===== src/rtl/seg_pkg.sv =====
// Seven-segment constants shared by the display blocks: blank code, nibble width, hex glyph table.
// Glyphs are active-low in g..a order; the decimal point is handled by each user.
package seg_pkg;
  localparam int NIB_W = 4;
  localparam logic [7:0] SEG_BLANK = 8'hFF;
  localparam logic [6:0] SEG_OFF = 7'h7F;

  // Index = hex value; element 15 is listed first.
  localparam logic [15:0][6:0] SEG_HEX = {
    7'h0E, 7'h06, 7'h21, 7'h46, 7'h03, 7'h08, 7'h10, 7'h00,
    7'h78, 7'h02, 7'h12, 7'h19, 7'h30, 7'h24, 7'h79, 7'h40
  };
endpackage


===== src/rtl/seg_hex_decode.sv =====
// Hex nibble to active-low g..a segment pattern, with a blank override.
// Purely combinational; no flow control.
module seg_hex_decode
  import seg_pkg::*;
(
  input  logic [NIB_W-1:0] nib,
  input  logic             blank,
  output logic [6:0]       seg_n
);
  assign seg_n = blank ? SEG_OFF : SEG_HEX[nib];
endmodule


===== src/rtl/seg_scan_arbiter.sv =====
// Scans an 8-digit display from either the clock-core digits or a timed message override.
// Outputs are registered one cycle behind the scan state; source swaps only at frame boundaries.
module seg_scan_arbiter
  import seg_pkg::*;
#(
  parameter int SCAN_DIV     = 100000,
  parameter int DIGITS       = 8,
  parameter int BLANK_CYC    = 2,
  parameter int MSG_HOLD     = 2000,
  parameter int BLINK_FRAMES = 62
) (
  input  logic                      clk,
  input  logic                      rst,
  input  logic [NIB_W*DIGITS-1:0]   time_bcd,
  input  logic [DIGITS-1:0]         dp_mask,
  input  logic [DIGITS-1:0]         blink_mask,
  input  logic                      msg_load,
  input  logic [NIB_W*DIGITS-1:0]   msg_data,
  input  logic [DIGITS-1:0]         msg_blank,
  output logic [DIGITS-1:0]         an,
  output logic [7:0]                seg,
  output logic                      src_msg
);
  localparam int CNT_W  = (SCAN_DIV > 1) ? $clog2(SCAN_DIV) : 1;
  localparam int IDX_W  = (DIGITS > 1) ? $clog2(DIGITS) : 1;
  localparam int HOLD_W = $clog2(MSG_HOLD + 1);
  localparam int BLK_W  = (BLINK_FRAMES > 1) ? $clog2(BLINK_FRAMES) : 1;

  localparam logic [CNT_W-1:0]  CNT_MAX   = CNT_W'(SCAN_DIV - 1);
  localparam logic [CNT_W-1:0]  BLANK_END = CNT_W'(BLANK_CYC);
  localparam logic [IDX_W-1:0]  IDX_MAX   = IDX_W'(DIGITS - 1);
  localparam logic [HOLD_W-1:0] HOLD_INIT = HOLD_W'(MSG_HOLD);
  localparam logic [BLK_W-1:0]  BLK_MAX   = BLK_W'(BLINK_FRAMES - 1);

  if (BLANK_CYC >= SCAN_DIV) begin : g_cfg_check
    $error("seg_scan_arbiter: BLANK_CYC must be smaller than SCAN_DIV");
  end

  logic [CNT_W-1:0]               cnt_q, cnt_d;
  logic [IDX_W-1:0]               idx_q, idx_d;
  logic                           start_q, start_d;
  logic [HOLD_W-1:0]              hold_q, hold_d;
  logic [BLK_W-1:0]               blink_cnt_q, blink_cnt_d;
  logic                           blink_ph_q, blink_ph_d;
  logic [DIGITS-1:0][NIB_W-1:0]   msg_nib_q, msg_nib_d;
  logic [DIGITS-1:0]              msg_blank_q, msg_blank_d;
  logic [DIGITS-1:0][NIB_W-1:0]   fb_nib_q, fb_nib_d;
  logic [DIGITS-1:0]              fb_dp_q, fb_dp_d;
  logic [DIGITS-1:0]              fb_blink_q, fb_blink_d;
  logic [DIGITS-1:0]              fb_off_q, fb_off_d;
  logic                           src_msg_q, src_msg_d;
  logic [DIGITS-1:0]              an_q, an_d;
  logic [7:0]                     seg_q, seg_d;

  logic                           tick, fs;
  logic                           cur_off, cur_dp;
  logic [6:0]                     dec_seg;

  seg_hex_decode u_dec (
    .nib   (fb_nib_q[idx_q]),
    .blank (cur_off),
    .seg_n (dec_seg)
  );

  always_comb begin
    cnt_d       = cnt_q;
    idx_d       = idx_q;
    start_d     = 1'b0;
    hold_d      = hold_q;
    blink_cnt_d = blink_cnt_q;
    blink_ph_d  = blink_ph_q;
    msg_nib_d   = msg_nib_q;
    msg_blank_d = msg_blank_q;
    fb_nib_d    = fb_nib_q;
    fb_dp_d     = fb_dp_q;
    fb_blink_d  = fb_blink_q;
    fb_off_d    = fb_off_q;
    src_msg_d   = src_msg_q;
    an_d        = '1;
    seg_d       = SEG_BLANK;

    tick = (cnt_q == CNT_MAX);
    fs   = start_q || (tick && (idx_q == IDX_MAX));

    if (tick) begin
      cnt_d = '0;
      idx_d = (idx_q == IDX_MAX) ? '0 : idx_q + IDX_W'(1);
    end else begin
      cnt_d = cnt_q + CNT_W'(1);
    end

    // A load outranks the frame-boundary decrement so a reload always restarts the full hold.
    if (msg_load) begin
      msg_nib_d   = msg_data;
      msg_blank_d = msg_blank;
      hold_d      = HOLD_INIT;
    end else if (fs && (hold_q != '0)) begin
      hold_d = hold_q - HOLD_W'(1);
    end

    if (fs) begin
      src_msg_d = (hold_q != '0);
      if (hold_q != '0) begin
        fb_nib_d   = msg_nib_q;
        fb_dp_d    = '0;
        fb_blink_d = '0;
        fb_off_d   = msg_blank_q;
      end else begin
        fb_nib_d   = time_bcd;
        fb_dp_d    = dp_mask;
        fb_blink_d = blink_mask;
        fb_off_d   = '0;
      end
      if (blink_cnt_q == BLK_MAX) begin
        blink_cnt_d = '0;
        blink_ph_d  = ~blink_ph_q;
      end else begin
        blink_cnt_d = blink_cnt_q + BLK_W'(1);
      end
    end

    cur_off = fb_off_q[idx_q] | (fb_blink_q[idx_q] & blink_ph_q);
    cur_dp  = fb_dp_q[idx_q] & ~cur_off;
    // Leading cycles of each slot keep every anode off so the previous digit cannot ghost.
    if (cnt_q >= BLANK_END) begin
      an_d  = ~(DIGITS'(1) << idx_q);
      seg_d = {~cur_dp, dec_seg};
    end
  end

  always_ff @(posedge clk or posedge rst) begin
    if (rst) begin
      cnt_q       <= '0;
      idx_q       <= '0;
      start_q     <= 1'b1;
      hold_q      <= '0;
      blink_cnt_q <= '0;
      blink_ph_q  <= 1'b0;
      msg_nib_q   <= '0;
      msg_blank_q <= '1;
      fb_nib_q    <= '0;
      fb_dp_q     <= '0;
      fb_blink_q  <= '0;
      fb_off_q    <= '1;
      src_msg_q   <= 1'b0;
      an_q        <= '1;
      seg_q       <= SEG_BLANK;
    end else begin
      cnt_q       <= cnt_d;
      idx_q       <= idx_d;
      start_q     <= start_d;
      hold_q      <= hold_d;
      blink_cnt_q <= blink_cnt_d;
      blink_ph_q  <= blink_ph_d;
      msg_nib_q   <= msg_nib_d;
      msg_blank_q <= msg_blank_d;
      fb_nib_q    <= fb_nib_d;
      fb_dp_q     <= fb_dp_d;
      fb_blink_q  <= fb_blink_d;
      fb_off_q    <= fb_off_d;
      src_msg_q   <= src_msg_d;
      an_q        <= an_d;
      seg_q       <= seg_d;
    end
  end

  assign an      = an_q;
  assign seg     = seg_q;
  assign src_msg = src_msg_q;
endmodule


===== config.mk =====
export PLATFORM = sky130hd
export DESIGN_NAME = seg_scan_arbiter
export DESIGN_NICKNAME = d
export VERILOG_FILES = /design/src/rtl/seg_pkg.sv /design/src/rtl/seg_hex_decode.sv /design/src/rtl/seg_scan_arbiter.sv
export SDC_FILE = /design/constraint.sdc
export NUM_CORES = 1
export LEC_CHECK = 0
export ABC_AREA = 1
export BUFFER_PORTS_ARGS = -buffer_cell sky130_fd_sc_hd__buf_4
export CORE_UTILIZATION = 58
export DETAILED_ROUTE_END_ITERATION = 8
export GPL_ROUTABILITY_DRIVEN = 0
export PLACE_DENSITY = 0.8
export REMOVE_ABC_BUFFERS = 1
export SKIP_CTS_REPAIR_TIMING = 1
export SYNTH_ARGS = -nofsm -noshare
export SYNTH_HDL_FRONTEND = slang
export SYNTH_HIERARCHICAL = 1
export SYNTH_SLANG_ARGS = --single-unit

===== constraint.sdc =====
create_clock -name clk -period 5.6 [get_ports clk]
set_input_delay 1.12 -clock clk [delete_from_list [all_inputs] [get_ports clk]]
set_output_delay 1.12 -clock clk [all_outputs]
set_load 0.005 [all_outputs]

## After elaboration in Yosys (flattened, before gate mapping)

Memories as Yosys holds them, arrays and structs flattened.
Cells that the tools add are included.

- Bitwise operators: 7
- Add/subtract/negate cells: 4
- Multiplexer cells: 21
- Shifts and indexed selects: 1
- Reductions and logical operators: 6
- Order comparisons: 3
- Eq/ne operators: 3

Operators by type and width:

| kind | number |
|---|---|
| $mux 8 | 5 |
| $mux 32 | 1 |
| $mux 11 | 2 |
| $add 17x1->17 const B | 1 |
| $eq 17x17->1 const B | 1 |
| $ge 17x2->1 const B | 1 |
| $mux 17 | 1 |
| $mux 7 | 2 |
| $bmux 4 s3 | 1 |
| $reduce_bool 11->1 | 1 |
| $sub 11x1->11 const B | 1 |
| $bmux 1 s3 | 3 |
| $not 8->8 | 1 |
| $shl 1x3->8 const A | 1 |
| $add 6x1->6 const B | 1 |
| $eq 6x6->1 const B | 1 |
| $mux 6 | 1 |
| $lt 4x5->1 const B | 1 |
| $lt 3x4->1 const B | 1 |
| $mux 4 | 1 |
| $add 3x1->3 const B | 1 |
| $eq 3x3->1 const B | 1 |
| $mux 1 | 3 |
| $mux 3 | 1 |
| other kinds (7) | 11 |

- Memories kept: 1
- Register bits after elaboration: 152
- Logic and storage cells: 75
- ROM bits: 112
- Output and inout bits: 17
- Input bits: 91

Memories:

| name | depth | bits a word | read ports | clocked after memory_dff | wr ports | RTL line | text |
|---|---|---|---|---|---|---|---|
| (name not given) | 16 | 7 | 1 | 0 | 0 | seg_hex_decode.sv:10 | `assign seg_n = blank ? SEG_OFF : SEG_HEX[nib];` |

## Longest topological paths before layout

- Word-level depth: 8
- Depth in mapped cells: 14
- Gate-level depth less buffers: 13

## Modules after synthesis

The synthesis kept the hierarchy.

Modules (own cells, without submodules):

| module | times used | seq. area each (um^2) | cells an instance | area an instance (um^2) |
|---|---|---|---|---|
| seg_scan_arbiter | 1 | 3,844.9 | 936 | 7,374.6 |
| seg_hex_decode | 1 | 0.0 | 51 | 292.8 |

## Least setup slack after synthesis

Ideal clock, no wire load.

- Kind: register to register
- From: reg idx_q[0]
- To: reg seg_q[3] (netlist: seg[3])
- Data arrival time: 2.170 ns
- Setup time: 0.090 ns
- Stages on the path, launching flop included: 14
- Data required time: 5.510 ns
- Path buffers: 2
- Period minus slack after synthesis: 2.260 ns
- Slack: 3.340 ns
- Cell sequence: dfrtp_1 -> buf_2 -> clkbuf_1 -> o21ai_0 -> o21ai_0 -> a21oi_1 -> a31oi_1 -> inv_1 -> ha_1 -> nand2_1 -> nand3_1 -> nand3_1 -> inv_1 -> nand2_1

- Longest elaborated chain between the ends: 6
- Elaborated cells between the ends (all ways): 12
- Classes of those cells: mux (9); bitwise (2); memory (1)

Ends and longest elaborated chain:

| what | RTL line | text |
|---|---|---|
| from (decl) | seg_scan_arbiter.sv:40 | `logic [IDX_W-1:0] idx_q, idx_d;` |
| from (signal assigned) | seg_scan_arbiter.sv:150 | `idx_q <= idx_d;` |
| $bmux 4 s3 / $bmux 1 s3 (equally long branches) | seg_scan_arbiter.sv:60, seg_scan_arbiter.sv:122 |  |
| $mux 4 (implied by the code) / $mux 1 (equally long branches) | seg_scan_arbiter.sv:60, seg_scan_arbiter.sv:122 |  |
| $mem_v2 16x7 / $and 1x1->1 (equally long branches) | - |  |
| $mux 7 (implied by the code) / $or 1x1->1 (equally long branches) | seg_hex_decode.sv:10, seg_scan_arbiter.sv:122 |  |
| $mux 7 (*) | seg_hex_decode.sv:10 |  |
| named net dec_seg[3] | seg_scan_arbiter.sv:57 | `logic [6:0] dec_seg;` |
| $mux 8 (*) | seg_scan_arbiter.sv:125 | `if (cnt_q >= BLANK_END) begin` |
| named net seg_d[3] | seg_scan_arbiter.sv:53 | `logic [7:0] seg_q, seg_d;` |
| to (signal assigned) | seg_scan_arbiter.sv:163 | `seg_q <= seg_d;` |
| to (decl) | seg_scan_arbiter.sv:53 |  |

Mark *: on every way through the listed nets, which the timed path passes. The rest lies on a longest branch. The select of a mux whose other input is x is not followed.
A chain may end at the register's enable or synchronous reset.

## Worst setup path after layout

- From: reg idx_q[1]
- To: reg hold_q[8]

- Longest elaborated chain between the ends: 5

Ends and longest elaborated chain:

| what | RTL line | text |
|---|---|---|
| $eq 3x3->1 | seg_scan_arbiter.sv:83 | `fs = start_q \|\| (tick && (idx_q == IDX_MAX));` |
| $logic_and 1x1->1 | seg_scan_arbiter.sv:83 |  |
| $logic_or 1x1->1 | seg_scan_arbiter.sv:83 |  |
| $logic_and 1x1->1 | seg_scan_arbiter.sv:97 | `end else if (fs && (hold_q != '0)) begin` |
| $reduce_bool 2->1 (no line) | - |  |
| to (signal assigned) | seg_scan_arbiter.sv:152 | `hold_q <= hold_d;` |
| to (decl) | seg_scan_arbiter.sv:42 | `logic [HOLD_W-1:0] hold_q, hold_d;` |

Every way passes these cells.

==> flow_summary.yaml <==
status:
  status: "completed"
sta:
  tns_ps: 0
  fin_skew_ps: 9.15
  timing.hold.ws_ps: 475
  finalCritPeriodShare_pct: 54.2
  worst_pin_slew_ps: 983
  fin_crit_ps: 3040
  setup_violations: 0
  slew_violations: 0
  slew_headroom_pct: 34.5
  fmax_mhz: 329
  hold_viol: 0
  rsz0062_at_grt: "no"
die:
  num_rows: 41
  die_area_mm2: 0.0137
  coreArea_mm2: 0.0128
  die_y_um: 117
  ioPinCount: 108
  initial_utilization_pct: 60.0
  dieWidth_um: 117
clocking:
  htree_num_levels: 4
  clkLatencyLatePin_ps: 420
  path_clk_slew_ps: 60
  clock-root-buffer: "clkbuf_16"
  cts_made_buffers: 17
  cts_max_path_buffers: 2
  cts_num_sinks: 152
  cts_tree: "done"
global_routing:
  grt_pass1_wl_mm: 27.0
  grt-busiest-layer: "met2"
  track_usage_pct: 25.9
  grt_start_max_net_pins: 115
  grtUsageMet2_pct: 40.9
  grt_pass1_vias: 5923
  grt-ovfl-total: 0
  grt_use_met1_pct: 35.6
  gr-usage-met3_pct: 5.36
  antenna_found_initial: 0
power:
  p_leak_nw: 4.60
  p_per_area_mw_per_mm2: 289
  ir_worst_vdd_mv: 0.218
setup_path:
  cp-start-kind: "register"
  crit_path_max_incr_delay_ps: 770
  cp.required_ps: 5960
  path_buf_inv: 0
  crit_family: "simple AND/OR/NAND/NOR gates"
  crit_type: "reg -> reg"
  path_max_fanout: 32
  crit_arrival_ps: 3400
  path_common_cell: "nand2_1"
  critPathCaptureType: "register"
  cp_slowest_cell: "dfrtp_1"
  crit_chain: "ha_1, ha_1, nand3_1, nand2_2, nand2_1, nand2_1, nand2_1, nand2_1"
yosys:
  syn_area_mm2: 0.00767
  synth_top_family_by_area: "simple AND/OR/NAND/NOR gates"
  synth-xor-area-share_pct: 1.26
  postSynthCellCount: 987
  seq_area_frac_synth_pct: 50.1
  yosys_warnings: 6
  ys.flop_type: "dfrtp_1"
  synth-compound-area-share_pct: 11.3
  synthSimpleGateAreaFrac_pct: 25.0
  synthArstFlopShare_pct: 100
  syn_area_per_cell_um2: 7.77
  synth_edf_count: 0
  synth_cell_types: 33
  synthAdderAreaFrac_pct: 3.10
  synthMuxAreaShare_pct: 0
  ys_ff_latch: 152
placed_design:
  io_buffer_count: 107
  place_hpwl_mm: 10.9
layout:
  antenna_cells: 0
  area_growth_pct: 17.7
  nFillCells: 1030
  drive_gt1_share_pct: 16.3
  nets: 1180
route:
  num_vias: 6487
  ant_nets: 0
  drtIter0Drc: 468
  viasPerCell: 5.17
  routed_wl_mm: 16.0
  wl_per_cell_um: 12.7
  drc: 0
  dr.pass1.iters: 6
run:
  cap_violations: 0
worst_hold_path:
  min_path_type: "reg -> reg"
[flip-flops by register name, summed over array words and instances (netlist names), 3 cells and up]
| register | cells |
|---|---|
| fb_blink_q | 8 |
| fb_off_q | 8 |
| fb_dp_q | 8 |
| msg_blank_q | 8 |
| blink_cnt_q | 6 |
| cnt_q | 17 |
| hold_q | 11 |
| an | 8 |
| fb_nib_q | 32 |
| seg | 8 |
| idx_q | 3 |
| msg_nib_q | 32 |
[worst reg2reg max path: cells and delay by family, from the launching register on]
kind | cells | cell delay (ps)
fa+ha+maj | 2 | 490
flops | 1 | 770
simple gates | 6 | 1730
[layout by cell type, fill, tap and decap left out, drive strengths merged]
cell type,instances
nand2,293
o21ai,131
inv,129
dfrtp,119
buf,112
nand3,84
nor2,61
dfstp,33
clkbuf,27
ha,19
a21oi,16
xor2,11
nand4,11
o211ai,8
nor3,7
o22ai,6
clkinv,4
nand3b,3
a31oi,3
or2,1
nor4,1
nor3b,1
a211oi,1
clkinvlp,1
conb,1
[cell families after synthesis]
family | after synthesis
other cells | 1
fa+ha+maj | 19
flops | 152
compound gates | 165
xor+xnor | 11
buf+inv | 177
simple gates | 462
[stage by stage]
stage | area [um2] | util [%] | setup slack [ps] | instances | total power, mW
2_1_floorplan | 7450 | - | 442 | 939 | 1.49
3_3_place_gp | 8510 | 66.6 | 2710 | 1223 | 1.62
3_5_place_dp | 8510 | 66.6 | 2610 | 1223 | 1.63
4_1_cts | 9020 | 70.6 | 2570 | 1255 | 2.63
5_1_grt | 9020 | 70.6 | 2270 | 1255 | 2.74
6_report | 9020 | 70.6 | 2560 | 1255 | 2.61
[final timing paths]
kind | slack, ps | to | cells after the start | startpoint
max in group asynchronous | 3550 | seg[7] | 3 | rst
min reg2reg | 470 | fb_blink_q[7] | 2 | fb_blink_q[7]
min in group asynchronous | 920 | cnt_q[15] | 2 | rst
max | 2560 | hold_q[8] | 8 | idx_q[1]
max reg2reg | 2560 | hold_q[8] | 8 | idx_q[1]
min | 470 | fb_blink_q[7] | 2 | fb_blink_q[7]
[per-layer routing]
layer | vias to the layer above | share of wire, %
met1 | 2986 | 47
met4 | 0 | 1.3
met3 | 15 | 5.4
met5 | - | 0
met2 | 187 | 46
li1 | 3299 | -
[synthesized netlist by cell type (6+ instances only)]
master | n | area (um2)
a21oi_1 | 16 | 80.1
nor3_1 | 6 | 30.0
dfstp_2 | 33 | 867
ha_1 | 19 | 238
o21ai_0 | 107 | 536
dfrtp_1 | 119 | 2980
buf_2 | 13 | 65.1
o22ai_1 | 6 | 37.5
nand2_1 | 293 | 1100
nand4_1 | 11 | 68.8
o211ai_1 | 8 | 60.1
inv_1 | 128 | 480
nand3_1 | 84 | 420
o21ai_1 | 23 | 115
clkbuf_1 | 28 | 105
nor2_1 | 59 | 221
xor2_1 | 11 | 96.3
[layout make-up]
class                      count  area, um2  share of cell area, %
tap                          172        215                   2.39
inverter                     129        489                   5.42
clock inverter                 5       27.5                  0.305
clock buffer                  27        483                   5.35
timing repair buffer         112        841                   9.32
sequential                   152       3840                   42.6
multi-input combinational    658       3120                   34.6
[power breakdown]
group | switching (mW) | internal [mW] | leakage (nW) | total [mW]
Sequential | 0.0586 | 1.21 | 1.85 | 1.27
Clock | 0.409 | 0.586 | 0.249 | 0.995
Combinational | 0.200 | 0.147 | 2.50 | 0.347
Total | 0.668 | 1.94 | 4.60 | 2.61
Note: power is estimated with default switching activity, not from simulation.
